===== src/rtl/spi_master_tx.sv =====
// spi_master_tx: SPI master sending one DATA_W-bit word LSB-first per start and returning the received word.
// Ports: clk, rst (sync, active-low), start, CKP, CPH, data_in, MISO -> SS, SCK, MOSI, data_out, busy, done.
// Option: define SPI_MASTER_LOOPBACK_EN to add input loopback (sample MOSI instead of MISO).
module spi_master_tx #(
    parameter int DATA_W   = 16,
    parameter int DIV_HALF = 2
) (
    input  logic              clk,
    input  logic              rst,
    input  logic              start,
    input  logic              CKP,
    input  logic              CPH,
    input  logic [DATA_W-1:0] data_in,
    input  logic              MISO,
`ifdef SPI_MASTER_LOOPBACK_EN
    input  logic              loopback,
`endif
    output logic              SS,
    output logic              SCK,
    output logic              MOSI,
    output logic [DATA_W-1:0] data_out,
    output logic              busy,
    output logic              done
);

    localparam int CNT_W = $clog2(DIV_HALF + 1);
    localparam int TOG_W = $clog2(2 * DATA_W + 1);
    localparam int SMP_W = $clog2(DATA_W + 1);

    typedef enum logic [1:0] {IDLE, SETUP, SHIFT, HOLD} state_t;

    state_t            state, state_n;
    logic [CNT_W-1:0]  cnt, cnt_n;
    logic [TOG_W-1:0]  tog, tog_n;
    logic [SMP_W-1:0]  smp, smp_n;
    logic [DATA_W-1:0] tx_sr, tx_n;
    logic [DATA_W-1:0] rx_sr, rx_n;
    logic [DATA_W-1:0] dout_n;
    logic              ckp_r, ckp_n;
    logic              cph_r, cph_n;
    logic              ss_n, sck_n, mosi_n, busy_n, done_n;
    logic              div_end, sck_t, sample_edge, rx_bit;

    assign div_end     = (cnt == CNT_W'(DIV_HALF - 1));
    assign sck_t       = ~SCK;
    // A toggle is a sample edge when it rises in CPH=0 or falls in CPH=1
    assign sample_edge = (sck_t != cph_r);
`ifdef SPI_MASTER_LOOPBACK_EN
    assign rx_bit      = loopback ? MOSI : MISO;
`else
    assign rx_bit      = MISO;
`endif

    always_comb begin
        state_n = state;
        cnt_n   = cnt;
        tog_n   = tog;
        smp_n   = smp;
        tx_n    = tx_sr;
        rx_n    = rx_sr;
        ckp_n   = ckp_r;
        cph_n   = cph_r;
        ss_n    = SS;
        sck_n   = SCK;
        mosi_n  = MOSI;
        dout_n  = data_out;
        busy_n  = busy;
        done_n  = 1'b0;
        unique case (state)
            IDLE: begin
                sck_n = CKP;
                // done still high means the transfer just ended; that start is dropped
                if (start && !done) begin
                    tx_n    = data_in;
                    rx_n    = '0;
                    ckp_n   = CKP;
                    cph_n   = CPH;
                    ss_n    = 1'b0;
                    mosi_n  = data_in[0];
                    busy_n  = 1'b1;
                    cnt_n   = '0;
                    tog_n   = '0;
                    smp_n   = '0;
                    state_n = SETUP;
                end
            end
            SETUP: begin
                if (div_end) begin
                    cnt_n   = '0;
                    state_n = SHIFT;
                end else begin
                    cnt_n = cnt + 1'b1;
                end
            end
            SHIFT: begin
                if (div_end) begin
                    cnt_n = '0;
                    sck_n = sck_t;
                    tog_n = tog + 1'b1;
                    if (sample_edge) begin
                        rx_n  = {rx_bit, rx_sr[DATA_W-1:1]};
                        smp_n = smp + 1'b1;
                    end else if (smp != '0 && smp < SMP_W'(DATA_W)) begin
                        // A leading shift edge keeps bit 0 on the line
                        mosi_n = tx_sr[1];
                        tx_n   = tx_sr >> 1;
                    end
                    if (tog == TOG_W'(2 * DATA_W - 1)) begin
                        state_n = HOLD;
                    end
                end else begin
                    cnt_n = cnt + 1'b1;
                end
            end
            HOLD: begin
                sck_n = ckp_r;
                if (div_end) begin
                    cnt_n   = '0;
                    ss_n    = 1'b1;
                    dout_n  = rx_sr;
                    done_n  = 1'b1;
                    busy_n  = 1'b0;
                    state_n = IDLE;
                end else begin
                    cnt_n = cnt + 1'b1;
                end
            end
            default: state_n = IDLE;
        endcase
    end

    always_ff @(posedge clk) begin
        if (!rst) begin
            state    <= IDLE;
            cnt      <= '0;
            tog      <= '0;
            smp      <= '0;
            tx_sr    <= '0;
            rx_sr    <= '0;
            ckp_r    <= 1'b0;
            cph_r    <= 1'b0;
            SS       <= 1'b1;
            SCK      <= 1'b0;
            MOSI     <= 1'b0;
            data_out <= '0;
            busy     <= 1'b0;
            done     <= 1'b0;
        end else begin
            state    <= state_n;
            cnt      <= cnt_n;
            tog      <= tog_n;
            smp      <= smp_n;
            tx_sr    <= tx_n;
            rx_sr    <= rx_n;
            ckp_r    <= ckp_n;
            cph_r    <= cph_n;
            SS       <= ss_n;
            SCK      <= sck_n;
            MOSI     <= mosi_n;
            data_out <= dout_n;
            busy     <= busy_n;
            done     <= done_n;
        end
    end

endmodule


===== config.mk =====
export PLATFORM = sky130hd
export DESIGN_NAME = spi_master_tx
export DESIGN_NICKNAME = d
export VERILOG_FILES = /design/src/rtl/spi_master_tx.sv
export SDC_FILE = /design/constraint.sdc
export NUM_CORES = 1
export LEC_CHECK = 0
export CAP_MARGIN = 15
export CORE_UTILIZATION = 30
export CTS_BUF_LIST = sky130_fd_sc_hd__clkbuf_4 sky130_fd_sc_hd__clkbuf_8
export DETAILED_ROUTE_END_ITERATION = 12
export GPL_TIMING_DRIVEN = 0
export PLACE_DENSITY = 0.56
export SETUP_SLACK_MARGIN = 0.15
export SYNTH_ARGS = -nofsm -noshare
export SYNTH_HDL_FRONTEND = slang
export SYNTH_SLANG_ARGS = --single-unit

===== constraint.sdc =====
create_clock -name clk -period 4.65 [get_ports clk]
set_input_delay 0.6975 -clock clk [delete_from_list [all_inputs] [get_ports clk]]
set_output_delay 0.6975 -clock clk [all_outputs]
set_load 0.03 [all_outputs]

==> run_results.csv <==
group,metric,value,unit
timing,period_share,51.99,%
routing,met3RoutedLength,199,µm
final_layout,multi_input_area,1404,µm²
power,leakage,0.001269,µW
setup_path,worstPathCellList,"inv_1, ha_1, clkbuf_1, inv_1, nand2_1, nand3_1, clkbuf_1, nand2_1, a21oi_1",
timing,rsz0062_at_grt,"no",
routing,route.met2.wl,3108,µm
synth,ys_seq_area_share,47.38,%
setup_path,critical_path_arrival,2.69,ns
synth,syn_inst,345,
setup_path,crit_required,4.92,ns
die,die_h,100.6,µm
final_layout,drive_above_1_share,5.224,%
synth,synthFlopType,"dfxtp_1",
place,place_congestion,0.7576,
synth,synth_cell_types,33,
routing,first_pass_iters,4,
routing,via_per_inst,4.766,
setup_path,endpoint,"rx_sr[6]$_SDFFE_PN0P_",
routing,wl_met1,3469,µm
synth,synth.cell_area,2915,µm²
final_layout,stdcell_area,3682,µm²
synth,ys_ff_latch,69,
setup_path,critPathLaunch,"state[0]$_SDFFE_PN0P_",
timing,finalHoldViolCount,0,
power,power_density,471.4,nW/µm²
final_layout,syn2layout_area_growth,26.31,%
place,pre_cts_ws,1.992,ns
cts,numCtsBuffers,9,
global_route,antenna_found_initial,0,
global_route,globalRoute.totalOverflow,0,
cts,cts_tree,"built",
place,dp_hpwl,4769,µm
cts,clock_latency,0.34,ns
global_route,grt_max_degree,13,
final_layout,final_common_cell,"dfxtp_1",
setup_path,start_kind,"flip-flop",
timing,worst_slack,2.233,ns
synth,synth_edf_count,0,
routing,drc,0,
final_layout,diodes,0,
synth,ys_async_sr_fraction,0,%
die,die-area,10120,µm²
setup_path,crit_type,"flip-flop to flip-flop",
final_layout,nets,428,
final_layout,regArea,1381,µm²
global_route,grt_pass1_wl,11550,µm
routing,wl,6840,µm
die,start_util,31.25,%
cts,clock-root-buffer,"clkbuf_8",
setup_path,crit_slowest_cell,"clkbuf_1",
global_route,grt_pass1_vias,2356,
cts,cts_max_level,3,
setup_path,r2r-end,"rx_sr[6]$_SDFFE_PN0P_",
global_route,track_usage,14.70,%
min_path,hold_class,"flip-flop to flip-flop",
die,core,9328,µm²
power,peakVddDrop,0.1292,mV
final_layout,fillers,941,
routing,drtIter0Drc,94,
timing,setup_tns,0,ns
timing,setup_viol,0,
timing,drv_slew,0,
final_layout,mostFrequentLayoutCells,"dfxtp_1 (69), nand2_1 (61), a21oi_1 (56), clkdlybuf4s50_1 (41), nand4_1 (22)",
synth,synth_top_cell_area_share,47.38,%
timing,worst_pin_slew,0.8530,ns
die,rows,35,
cts,cts_max_path_buffers,2,
timing,fin_skew,0.009342,ns
setup_path,critPathCaptureType,"flip-flop",
job,maxCapViolCount,0,
synth,synth_top_cell_by_area,"dfxtp_1",
cts,ctsHoldBuffers,0,
timing,fmax,413.7,MHz
setup_path,critical_path.max_stage_delay,0.40,ns
setup_path,r2r_setup_slack,2.23,ns
synth,syn_nets,376,
die,die_x,100.6,µm
cts,clkTransAtPathRegs,0.08,ns
die,io_pins,43,
setup_path,timing.rr.start,"state[0]$_SDFFE_PN0P_",
cts,cts_setup_buffers,0,
routing,drtAntennaViolNets,0,
timing,period_minus_slack,2.417,ns
cts,cts.sinks,69,
setup_path,reg2regPathDepth,9,
place,numPortBuffers,41,
synth,ys_top_cells_by_area,"dfxtp_1 (47%), a21oi_1 (9.6%), nand2_1 (7.9%)",
timing,worst_slew_margin_rel,42.73,%
synth,ys_warn_count,0,
routing,num_vias,2531,
cts,ctsResizeCount,0,
place,postPlaceCellArea,3487,µm²
synth,avgSynthCellArea,8.450,µm²
setup_path,crit_fanout,10,
routing,wl_per_cell,12.88,µm
status,status,"finished clean",
routing,top_layer,"met4",
[how the worst min path moves through the flow]
stage | from | to | cells past startpoint
6_report | data_out[3]$_SDFFE_PN0P_ | data_out[3]$_SDFFE_PN0P_ | 2
3_3_place_gp | rx_sr[0]$_SDFFE_PN0P_ | rx_sr[0]$_SDFFE_PN0P_ | 2
3_5_place_dp | data_out[3]$_SDFFE_PN0P_ | data_out[3]$_SDFFE_PN0P_ | 2
5_1_grt | data_out[15]$_SDFFE_PN0P_ | data_out[15]$_SDFFE_PN0P_ | 2
2_1_floorplan | rx_sr[0]$_SDFFE_PN0P_ | rx_sr[0]$_SDFFE_PN0P_ | 2
4_1_cts | data_out[3]$_SDFFE_PN0P_ | data_out[3]$_SDFFE_PN0P_ | 2
[logic make-up (layout without fill, tap and decap cells)]
family | after synthesis | count (layout) | share of synthesized area, %
multiplexers | 18 | 18 | 6.180
buffers and inverters | 30 | 87 | 4.463
flip-flops | 69 | 69 | 47.38
AO/OA/AOI/OAI | 85 | 85 | 16.05
XOR/XNOR | 9 | 9 | 2.704
AND/OR/NAND/NOR | 125 | 125 | 19.36
adder cells (fa/ha/maj) | 9 | 9 | 3.863
[critical path: cells and delay by family (launching register included)]
| family | cells | cell delay [ns] |
|---|---|---|
| buffers and inverters | 4 | 0.92 |
| DFF | 1 | 0.39 |
| and+or+nand+nor | 3 | 0.72 |
| adders and majority gates | 1 | 0.21 |
| AOI/OAI and AO/OA | 1 | 0.13 |
[flip-flops by register name (all words and copies together) (netlist names), 2 cells and up]
register,count
cnt,2
data_out,16
rx_sr,16
smp,5
state,2
tog,6
tx_sr,16
[per-stage QoR]
| stage | utilization (%) | instances | hold slack [ns] | power (µW) |
|---|---|---|---|---|
| floorplan | - | 345 | 0.4321 | 1101 |
| global placement | 37.38 | 515 | 0.4430 | 1256 |
| detailed placement | 37.38 | 515 | 0.4483 | 1261 |
| CTS | 39.48 | 531 | 0.4591 | 1745 |
| global route | 39.48 | 531 | 0.4734 | 1855 |
| finish | 39.48 | 531 | 0.4544 | 1736 |
[final cells by class]
cell class / instances / area share [%]
plain buffers: 23 / 2.820
clock buffers: 10 / 3.568
clock inverters: 6 / 1.733
inverters: 7 / 0.7136
multi-input cells: 246 / 38.12
flip-flops and latches: 69 / 37.51
well taps: 129 / 4.383
repair buffers: 41 / 11.15
[report_power, final]
part | internal [µW] | leakage (µW) | switching, µW
clock | 253 | 0.0000957 | 230
sequential | 656 | 0.000561 | 41.3
combinational | 181 | 0.000613 | 374
[synth_stat cells, types with 2 or more instances]
| cell | number |
|---|---|
| o21ai_0 | 17 |
| nor2_1 | 19 |
| o21ai_1 | 2 |
| buf_2 | 2 |
| nor2b_1 | 2 |
| and3_1 | 2 |
| inv_1 | 6 |
| and2_1 | 3 |
| nor3_1 | 3 |
| nand2_1 | 61 |
| nand3_1 | 11 |
| nand4_1 | 22 |
| xnor2_1 | 2 |
| clkbuf_1 | 18 |
| ha_1 | 9 |
| dfxtp_1 | 69 |
| nand2b_1 | 2 |
| buf_6 | 2 |
| xor2_1 | 7 |
| mux2i_1 | 18 |
| a21oi_1 | 56 |
[metal layers]
| layer | up-vias | track usage (%) |
|---|---|---|
| li1 | 1304 | - |
| met1 | 1179 | 19.50 |
| met2 | 44 | 22.66 |
| met3 | 4 | 3.259 |
| met4 | 0 | 6.912 |
| met5 | - | 0 |
Note: power is estimated with default switching activity, not from simulation.
